<file path="config.mk">
export PLATFORM = sky130hd
export DESIGN_NAME = uart2spi_cfg_ctrl
export DESIGN_NICKNAME = d
export VERILOG_FILES = /design/src/rtl/uart2spi_cfg_ctrl.sv
export SDC_FILE = /design/constraint.sdc
export NUM_CORES = 1
export LEC_CHECK = 0
export BUFFER_PORTS_ARGS = -buffer_cell sky130_fd_sc_hd__buf_4
export CORE_MARGIN = 2
export CORE_UTILIZATION = 54
export DETAILED_ROUTE_END_ITERATION = 8
export PLACE_DENSITY = 0.79
export SETUP_SLACK_MARGIN = 0.5
export SLEW_MARGIN = 5
export SYNTH_ARGS = -nofsm -noshare
export SYNTH_HDL_FRONTEND = slang
export SYNTH_SLANG_ARGS = --single-unit
</file>
<file path="constraint.sdc">
create_clock -name line_clk -period 3.5 [get_ports line_clk]
set_input_delay 0 -clock line_clk [delete_from_list [all_inputs] [get_ports line_clk]]
set_output_delay 0 -clock line_clk [all_outputs]
set_load 0.01 [all_outputs]
</file>
<file path="src/rtl/uart2spi_cfg_ctrl.sv">
// Configuration sequencer for the uart2spi bridge: power-on defaults, safe host
// reconfiguration (quiesce / apply / settle) and error-rate driven Rx/Tx recovery.
module uart2spi_cfg_ctrl #(
  parameter logic [11:0] DEF_BAUD    = 12'd26,
  parameter logic        DEF_STOP    = 1'b0,
  parameter logic [1:0]  DEF_PRI     = 2'd0,
  parameter int          QUIESCE_CYC = 16,
  parameter int          SETTLE_CYC  = 32,
  parameter int          ERR_THRESH  = 4,
  parameter int          ERR_WINDOW  = 1024
) (
  input  logic        line_clk,
  input  logic        line_reset,
  input  logic        upd_req,
  input  logic [11:0] upd_baud,
  input  logic        upd_stop,
  input  logic [1:0]  upd_pri,
  output logic        upd_ack,
  output logic        upd_rej,
  input  logic        frm_error,
  input  logic        par_error,
  input  logic        stat_clr,
  output logic        cfg_tx_enable,
  output logic        cfg_rx_enable,
  output logic        cfg_stop_bit,
  output logic [1:0]  cfg_pri_mod,
  output logic [11:0] cfg_baud_16x,
  output logic        busy,
  output logic [7:0]  frm_cnt,
  output logic [7:0]  par_cnt,
  output logic [7:0]  recov_cnt
);

  localparam int TMR_MAX = (QUIESCE_CYC > SETTLE_CYC) ? QUIESCE_CYC : SETTLE_CYC;
  localparam int TMR_W   = $clog2(TMR_MAX + 1);
  localparam int WIN_W   = $clog2(ERR_WINDOW);
  localparam int ERR_W   = $clog2(ERR_THRESH + 2) + 1;

  localparam logic [TMR_W-1:0] Q_LAST   = TMR_W'(QUIESCE_CYC - 1);
  localparam logic [TMR_W-1:0] S_LAST   = TMR_W'(SETTLE_CYC - 1);
  localparam logic [WIN_W-1:0] WIN_LAST = WIN_W'(ERR_WINDOW - 1);
  localparam logic [ERR_W-1:0] ERR_LIM  = ERR_W'(ERR_THRESH);

  typedef enum logic [1:0] {
    ST_SETTLE  = 2'd0,
    ST_RUN     = 2'd1,
    ST_QUIESCE = 2'd2,
    ST_APPLY   = 2'd3
  } state_t;

  state_t            state_r;
  logic [TMR_W-1:0]  timer_r;
  logic              en_r;
  logic              busy_r;
  logic              upd_ack_r;
  logic              upd_rej_r;
  logic              recov_flag_r;
  logic [11:0]       baud_r;
  logic              stop_r;
  logic [1:0]        pri_r;
  logic [11:0]       sh_baud_r;
  logic              sh_stop_r;
  logic [1:0]        sh_pri_r;
  logic              frm_d_r;
  logic              par_d_r;
  logic [7:0]        frm_cnt_r;
  logic [7:0]        par_cnt_r;
  logic [7:0]        recov_cnt_r;
  logic [WIN_W-1:0]  win_cnt_r;
  logic [ERR_W-1:0]  win_err_r;

  logic              frm_edge_s;
  logic              par_edge_s;
  logic [1:0]        err_inc_s;
  logic              req_bad_s;
  logic              req_take_s;
  logic              thresh_hit_s;
  logic              recov_go_s;

  function automatic logic [7:0] sat_inc(input logic [7:0] val, input logic inc);
    logic [7:0] res;
    if (inc && (val != 8'hFF)) begin
      res = val + 8'd1;
    end else begin
      res = val;
    end
    return res;
  endfunction

  // Edge detection, request qualification and recovery decision.
  always_comb begin
    frm_edge_s   = frm_error & ~frm_d_r;
    par_edge_s   = par_error & ~par_d_r;
    err_inc_s    = {1'b0, frm_edge_s} + {1'b0, par_edge_s};
    req_bad_s    = (upd_pri == 2'd3) || (upd_baud == 12'd0);
    // The cycle showing upd_rej is the host's grace cycle to drop upd_req.
    req_take_s   = (state_r == ST_RUN) && upd_req && !upd_rej_r;
    thresh_hit_s = (win_err_r >= ERR_LIM);
    recov_go_s   = (state_r == ST_RUN) && !req_take_s && thresh_hit_s;
  end

  // Error edge registers and saturating statistics counters.
  always_ff @(posedge line_clk) begin
    if (line_reset) begin
      frm_d_r     <= 1'b0;
      par_d_r     <= 1'b0;
      frm_cnt_r   <= 8'd0;
      par_cnt_r   <= 8'd0;
      recov_cnt_r <= 8'd0;
    end else begin
      frm_d_r <= frm_error;
      par_d_r <= par_error;
      if (stat_clr) begin
        frm_cnt_r   <= 8'd0;
        par_cnt_r   <= 8'd0;
        recov_cnt_r <= 8'd0;
      end else begin
        frm_cnt_r   <= sat_inc(frm_cnt_r, frm_edge_s);
        par_cnt_r   <= sat_inc(par_cnt_r, par_edge_s);
        recov_cnt_r <= sat_inc(recov_cnt_r, recov_go_s);
      end
    end
  end

  // Error-rate window; held cleared outside RUN so each RUN entry starts fresh.
  always_ff @(posedge line_clk) begin
    if (line_reset || (state_r != ST_RUN)) begin
      win_cnt_r <= '0;
      win_err_r <= '0;
    end else if (win_cnt_r == WIN_LAST) begin
      win_cnt_r <= '0;
      win_err_r <= '0;
    end else begin
      win_cnt_r <= win_cnt_r + WIN_W'(1);
      if (win_err_r < ERR_LIM) begin
        win_err_r <= win_err_r + ERR_W'(err_inc_s);
      end
    end
  end

  // Sequencer FSM with registered enables, config and handshake pulses.
  always_ff @(posedge line_clk) begin
    if (line_reset) begin
      state_r      <= ST_SETTLE;
      timer_r      <= '0;
      en_r         <= 1'b0;
      busy_r       <= 1'b1;
      upd_ack_r    <= 1'b0;
      upd_rej_r    <= 1'b0;
      recov_flag_r <= 1'b0;
      baud_r       <= DEF_BAUD;
      stop_r       <= DEF_STOP;
      pri_r        <= DEF_PRI;
      sh_baud_r    <= DEF_BAUD;
      sh_stop_r    <= DEF_STOP;
      sh_pri_r     <= DEF_PRI;
    end else begin
      upd_ack_r <= 1'b0;
      upd_rej_r <= 1'b0;
      case (state_r)
        ST_SETTLE: begin
          if (timer_r == S_LAST) begin
            state_r <= ST_RUN;
            timer_r <= '0;
            en_r    <= 1'b1;
            busy_r  <= 1'b0;
          end else begin
            timer_r <= timer_r + TMR_W'(1);
          end
        end
        ST_RUN: begin
          if (req_take_s && req_bad_s) begin
            upd_rej_r <= 1'b1;
          end else if (req_take_s || recov_go_s) begin
            if (req_take_s) begin
              sh_baud_r <= upd_baud;
              sh_stop_r <= upd_stop;
              sh_pri_r  <= upd_pri;
            end
            recov_flag_r <= !req_take_s;
            state_r      <= ST_QUIESCE;
            timer_r      <= '0;
            en_r         <= 1'b0;
            busy_r       <= 1'b1;
          end
        end
        ST_QUIESCE: begin
          if (timer_r == Q_LAST) begin
            timer_r <= '0;
            if (recov_flag_r) begin
              state_r <= ST_SETTLE;
            end else begin
              state_r   <= ST_APPLY;
              baud_r    <= sh_baud_r;
              stop_r    <= sh_stop_r;
              pri_r     <= sh_pri_r;
              upd_ack_r <= 1'b1;
            end
          end else begin
            timer_r <= timer_r + TMR_W'(1);
          end
        end
        ST_APPLY: begin
          state_r <= ST_SETTLE;
          timer_r <= '0;
        end
        default: begin
          state_r <= ST_SETTLE;
          timer_r <= '0;
          en_r    <= 1'b0;
          busy_r  <= 1'b1;
        end
      endcase
    end
  end

  assign upd_ack       = upd_ack_r;
  assign upd_rej       = upd_rej_r;
  assign cfg_tx_enable = en_r;
  assign cfg_rx_enable = en_r;
  assign cfg_stop_bit  = stop_r;
  assign cfg_pri_mod   = pri_r;
  assign cfg_baud_16x  = baud_r;
  assign busy          = busy_r;
  assign frm_cnt       = frm_cnt_r;
  assign par_cnt       = par_cnt_r;
  assign recov_cnt     = recov_cnt_r;

endmodule

</file>
After elaboration in Yosys (flattened, before gate mapping)
Index checks and enable logic that the tools add are counted.
{ "classes": {"bitwise": 9, "reduce_logical": 26, "muxes": 21, "order_cmp": 2, "eq_ne": 15, "addsub": 7} }
{ "ops": {"columns": ["op", "n"], "rows": [
  ["$add A8 B1 Y8 const B", 3],
  ["$mux W6", 4],
  ["$ne A8 B8 Y1 const B", 3],
  ["$pmux W6 S4", 1],
  ["$logic_not A12 Y1", 1],
  ["$reduce_and A4 Y1", 3],
  ["$add A10 B1 Y10 const B", 1],
  ["$eq A10 B10 Y1 const B", 1],
  ["$mux W2", 5],
  ["$logic_and A1 B1 Y1", 8],
  ["$mux W1", 8],
  ["$pmux W2 S4", 1],
  ["$not A1 Y1", 7],
  ["$add A6 B1 Y6 const B", 1],
  ["$eq A2 B2 Y1 const B", 3],
  ["$eq A6 B4 Y1 const B", 1],
  ["$eq A6 B5 Y1 const B", 1],
  ["$ne A2 B2 Y1 const B", 3],
  ["$reduce_and A3 Y1", 2],
  ["$reduce_or A2 Y1", 3],
  ["$add A4 B2 Y4", 1],
  ["$ge A4 B3 Y1 const B", 1],
  ["$lt A4 B3 Y1 const B", 1],
  ["$ne A2 B1 Y1 const B", 2],
  ["10 further kinds", 15]
]} }
{ "word_totals": {"out_inout_bits": 44, "inputBits": 21, "ff_bits": 83} }

Logic depth before layout (Yosys ltp)
{ "depth": {"depth_word": 10, "depth_mapped": 8, "mapped_depth_nobuf": 6} }

Worst setup path before layout
No wires, ideal clock.
{ "synth_path": {"path_kind": "reg2reg", "start": "reg timer_r[0]", "end": "reg baud_r[5], in the netlist cfg_baud_16x[5]", "arrival_time_ns": 1.650, "required_time_ns": 3.372, "stages_incl_launch_ff": 9, "path_slack_ns": 1.722, "path_buffers": 2, "period_less_slack_ns": 1.778, "path_cell_list": "dfxtp_1 > ha_1 > nand3_1 > nor2_1 > nand4b_1 > clkbuf_1 > buf_2 > mux2i_1 > nor2_1"} }
{ "synth_via": {"elab_chain_cells": 2} }
{ "synth_rtl": {"columns": ["item", "line_no", "rtl"], "rows": [
  ["from (decl)", "52", "logic [TMR_W-1:0] timer_r;"],
  ["from (signal assigned)", "168", "timer_r <= timer_r + TMR_W'(1);"],
  ["from (signal assigned)", "200", "timer_r <= timer_r + TMR_W'(1);"],
  ["$eq A6 B4 Y1", "188", "if (timer_r == Q_LAST) begin"],
  ["$reduce_and A3 Y1 (no line)", null, null],
  ["to (signal assigned)", "194", "baud_r <= sh_baud_r;"],
  ["to (decl)", "58", "logic [11:0] baud_r;"]
]} }
No other way between the ends.
A chain may end at the register's enable or synchronous reset.

Final worst setup path
{ "layout_path": {"start": "in upd_baud[2]", "end": "reg busy_r, in the netlist busy"} }
{ "layout_via": {"elab_chain_cells": 5} }
{ "layout_rtl": {"columns": ["item", "line_no", "rtl"], "rows": [
  ["from (decl)", "15", "input logic [11:0] upd_baud,"],
  ["$logic_not A12 Y1", "95", "req_bad_s = (upd_pri == 2'd3) || (upd_baud == 12'd0);"],
  ["$logic_or A1 B1 Y1", "95", null],
  ["$logic_and A1 B1 Y1", "172", "if (req_take_s && req_bad_s) begin"],
  ["$ne A2 B2 Y1 (no line)", null, null],
  ["$reduce_and A4 Y1 (no line)", null, null],
  ["to (signal assigned)", "166", "busy_r <= 1'b0;"],
  ["to (signal assigned)", "184", "busy_r <= 1'b1;"],
  ["to (signal assigned)", "211", "busy_r <= 1'b1;"],
  ["to (decl)", "54", "logic busy_r;"]
]} }
No other way between the ends.

==> results.py <==
metrics = {
    "outcome": {
        "status": "finished, final reports clean",
    },
    "worst_setup_path": {
        "critPathKind": "in2reg",
        "crit_path_max_fanout": 14,
        "arrival_ns": 2.32,
        "worstPathRequired_ns": 3.75,
        "start_kind": "input port",
        "cp-end-kind": "flop",
    },
    "floorplan": {
        "start_util": 0.566,
        "die_y_um": 83.5,
        "die_area_um2": 6970,
        "dieWidth_um": 83.5,
        "std_cell_rows": 28,
        "ioPinCount": 65,
        "core_area_um2": 6030,
    },
    "yosys": {
        "synth-seq-cells": 83,
        "syn_inst": 385,
        "yosysSeqAreaShare": 0.487,
        "synth_area_leaders": "dfxtp_1, nor2_1, mux2i_1, nand2_1, a21oi_1",
        "synthesis.nets": 413,
        "syn_avg_cell_area_um2": 8.87,
        "synth_cell_type_count": 47,
        "synth_top_cell_by_area": "dfxtp_1",
        "synth_top_area_share": 0.487,
        "syn_area_um2": 3410,
        "yosysWarnings": 0,
    },
    "placement": {
        "dp_hpwl_um": 5050,
        "gp_congestion": 0.834,
        "port_buffers": 64,
        "placed_area_um2": 3920,
    },
    "clocking": {
        "htreeDepth": 3,
        "cts_tree": "done",
        "clk_pin_slew_ns": 0.09,
        "clock_sinks": 83,
        "cts_resized": 0,
        "numCtsBuffers": 9,
        "cts_buffer_depth": 2,
        "clock_latency_ns": 0.36,
        "cts_root_buf": "clkbuf_8",
    },
    "drt": {
        "antenna_left": 0,
        "via_per_inst": 5.46,
        "routed_wl_um": 7980,
        "vias": 2961,
        "wl_per_cell_um": 14.7,
        "firstDrtPassIters": 5,
        "drt_iter0_drc": 173,
        "drc": 0,
    },
    "min_path": {
        "min_path_type": "in2reg",
    },
    "global_route": {
        "antenna_found_initial": 1,
        "grt_start_max_net_pins": 47,
        "grt_pass1_wl_um": 13000,
        "grt_pass1_vias": 2914,
        "grt.total_usage": 0.230,
        "overflow": 0,
    },
    "timing": {
        "max_freq_ghz": 0.485,
        "max_slew_margin": 0.443,
        "finalWorstPathRequiredPeriod_ns": 2.06,
        "rsz0062_at_grt": "no",
        "worstMarginPinSlew_ns": 0.836,
        "hold_viol": 0,
        "tns_ns": 0,
        "finalMaxSlewViolations": 0,
        "fin_crit_sh": 0.590,
        "setup_viol": 0,
        "skew_ns": 0.0112,
    },
    "layout": {
        "drive_gt1_frac": 0.189,
        "final_cell_area_um2": 4340,
        "area.growth.synth_to_final_pct": 27.2,
        "multi_input_area_um2": 1620,
        "seq_area_um2": 1660,
        "fin_nets": 489,
        "n_fill_cell": 448,
    },
    "power_and_ir_drop": {
        "ir_worst_vdd_mv": 0.359,
        "leakage_uw": 0.00175,
        "p_per_area_nw_per_um2": 431,
    },
    "job": {
        "drv_cap": 0,
    },
}
==> logic make-up (layout without fill, tap and decap cells) <==
group / after synthesis / in the layout / share of synthesized area
other cells: 0 / 1 / 0
fa+ha+maj: 7 / 7 / 0.0279
compound gates: 59 / 59 / 0.109
mux: 16 / 16 / 0.0469
buf+inv: 32 / 113 / 0.0400
flops: 83 / 83 / 0.487
xor+xnor: 25 / 25 / 0.0641
simple gates: 163 / 163 / 0.225
==> worst max-delay path, cell delays in order <==
cell,delay (ns)
dlygate4sd3_1,0.57
buf_4,0.15
nor4_1,0.39
a32oi_1,0.28
nand3_1,0.52
nand3b_1,0.21
a21o_1,0.20
==> cell usage in the layout, fill, tap and decap left out, types with 2 or more instances in the layout <==
cell            n
dfxtp_1        83
buf_4          66
nor2_1         64
nand2_1        40
a21oi_1        29
dlygate4sd3_1  17
mux2i_1        16
nand3_1        15
xnor2_1        15
inv_1          14
xor2_1         10
clkbuf_8       10
o21ai_0         9
nor3_1          8
or3_1           7
nor2b_1         6
a211o_1         6
ha_1            6
nor4_1          4
nand4_1         3
bufinv_16       3
clkinvlp_4      3
or2_1           2
and3_1          2
nand2b_1        2
a21o_1          2
a31oi_1         2
o21ai_1         2
==> final cells by class <==
type	instances	share of cell area
inverter	14	0.0121
clock buffer	10	0.0317
timing repair buffer	83	0.153
sequential	83	0.383
multi-input combinational	270	0.372
antenna	1	0.000576
tap	75	0.0216
clock inverter	6	0.0259
==> worst paths after layout <==
path	slack, ns	cells past startpoint	from	endpoint
setup / recovery	1.44	7	upd_baud[2]	busy
hold / removal	0.07	2	line_reset	cfg_baud_16x[8]
setup reg to reg	1.51	4	state_r[0]	recov_cnt[7]
hold reg to reg	0.46	2	sh_baud_r[11]	sh_baud_r[11]
==> power breakdown <==
part	internal, uW	switching, uW	leakage, uW
clock	493	348	0.000115
sequential	949	4.93	0.000670
combinational	40.7	38.1	0.000965
total	1480	391	0.00175
==> per-layer routing <==
metal / track usage / up-vias / wire length [um]
met5: 0 / - / 0
met4: 0.132 / 0 / 331
met2: 0.397 / 98 / 4010
li1: - / 1464 / -
met3: 0.0603 / 29 / 456
met1: 0.256 / 1370 / 3190
==> cell usage after synthesis, drive strengths merged <==
cell and count:
nand3b 1, a22oi 1, or3 7, ha 6, a31oi 2, nand4 3
a211o 6, o32ai 1, dfxtp 83, and4b 1, and4 1, xor2 10
nand2b 2, buf 6, nor4 4, a21oi 29, nand3 15, a2111oi 1
mux2i 16, o21ai 11, a21o 2, a32oi 1, xnor2 15, nand4b 1
inv 14, nor3b 1, o22ai 1, fa 1, nand2 40, or2 2
o211a 1, nor2b 7, clkbuf 12, and3 2, nor2 64, a211oi 1
o31ai 1, nor4b 1, nor3 8, nand4bb 1, o41ai 1, or4 2
==> per-stage QoR <==
stage	hold slack, ns	total power (uW)	std cells	utilization	worst slack (ns)
2_1_floorplan	0.118	1010	385	-	1.72
3_3_place_gp	0.224	1040	508	0.650	1.60
3_5_place_dp	0.227	1040	508	0.650	1.54
4_1_cts	0.0748	1870	541	0.720	1.52
5_1_grt	0.0872	1930	542	0.721	1.30
6_report	0.0732	1870	542	0.721	1.44
==> timing repair <==
action / 4_1_cts / 5_1_grt
endpoints found under the hold margin: 17 / 0
hold buffers: 17 / 0
setup buffers: 0 / 0
==> state kept, by name, indices dropped and copies added, names as in the netlist <==
name and flops:
sh_pri_r 2, cfg_stop_bit 1, timer_r 6, upd_ack 1
win_cnt_r 10, cfg_pri_mod 2, frm_cnt 8, frm_d_r 1
par_d_r 1, cfg_rx_enable 1, win_err_r 4, sh_stop_r 1
recov_cnt 8, par_cnt 8, upd_rej 1, recov_flag_r 1
busy 1, state_r 2, cfg_baud_16x 12, sh_baud_r 12
No activity file was read; power rests on OpenSTA's default activity.
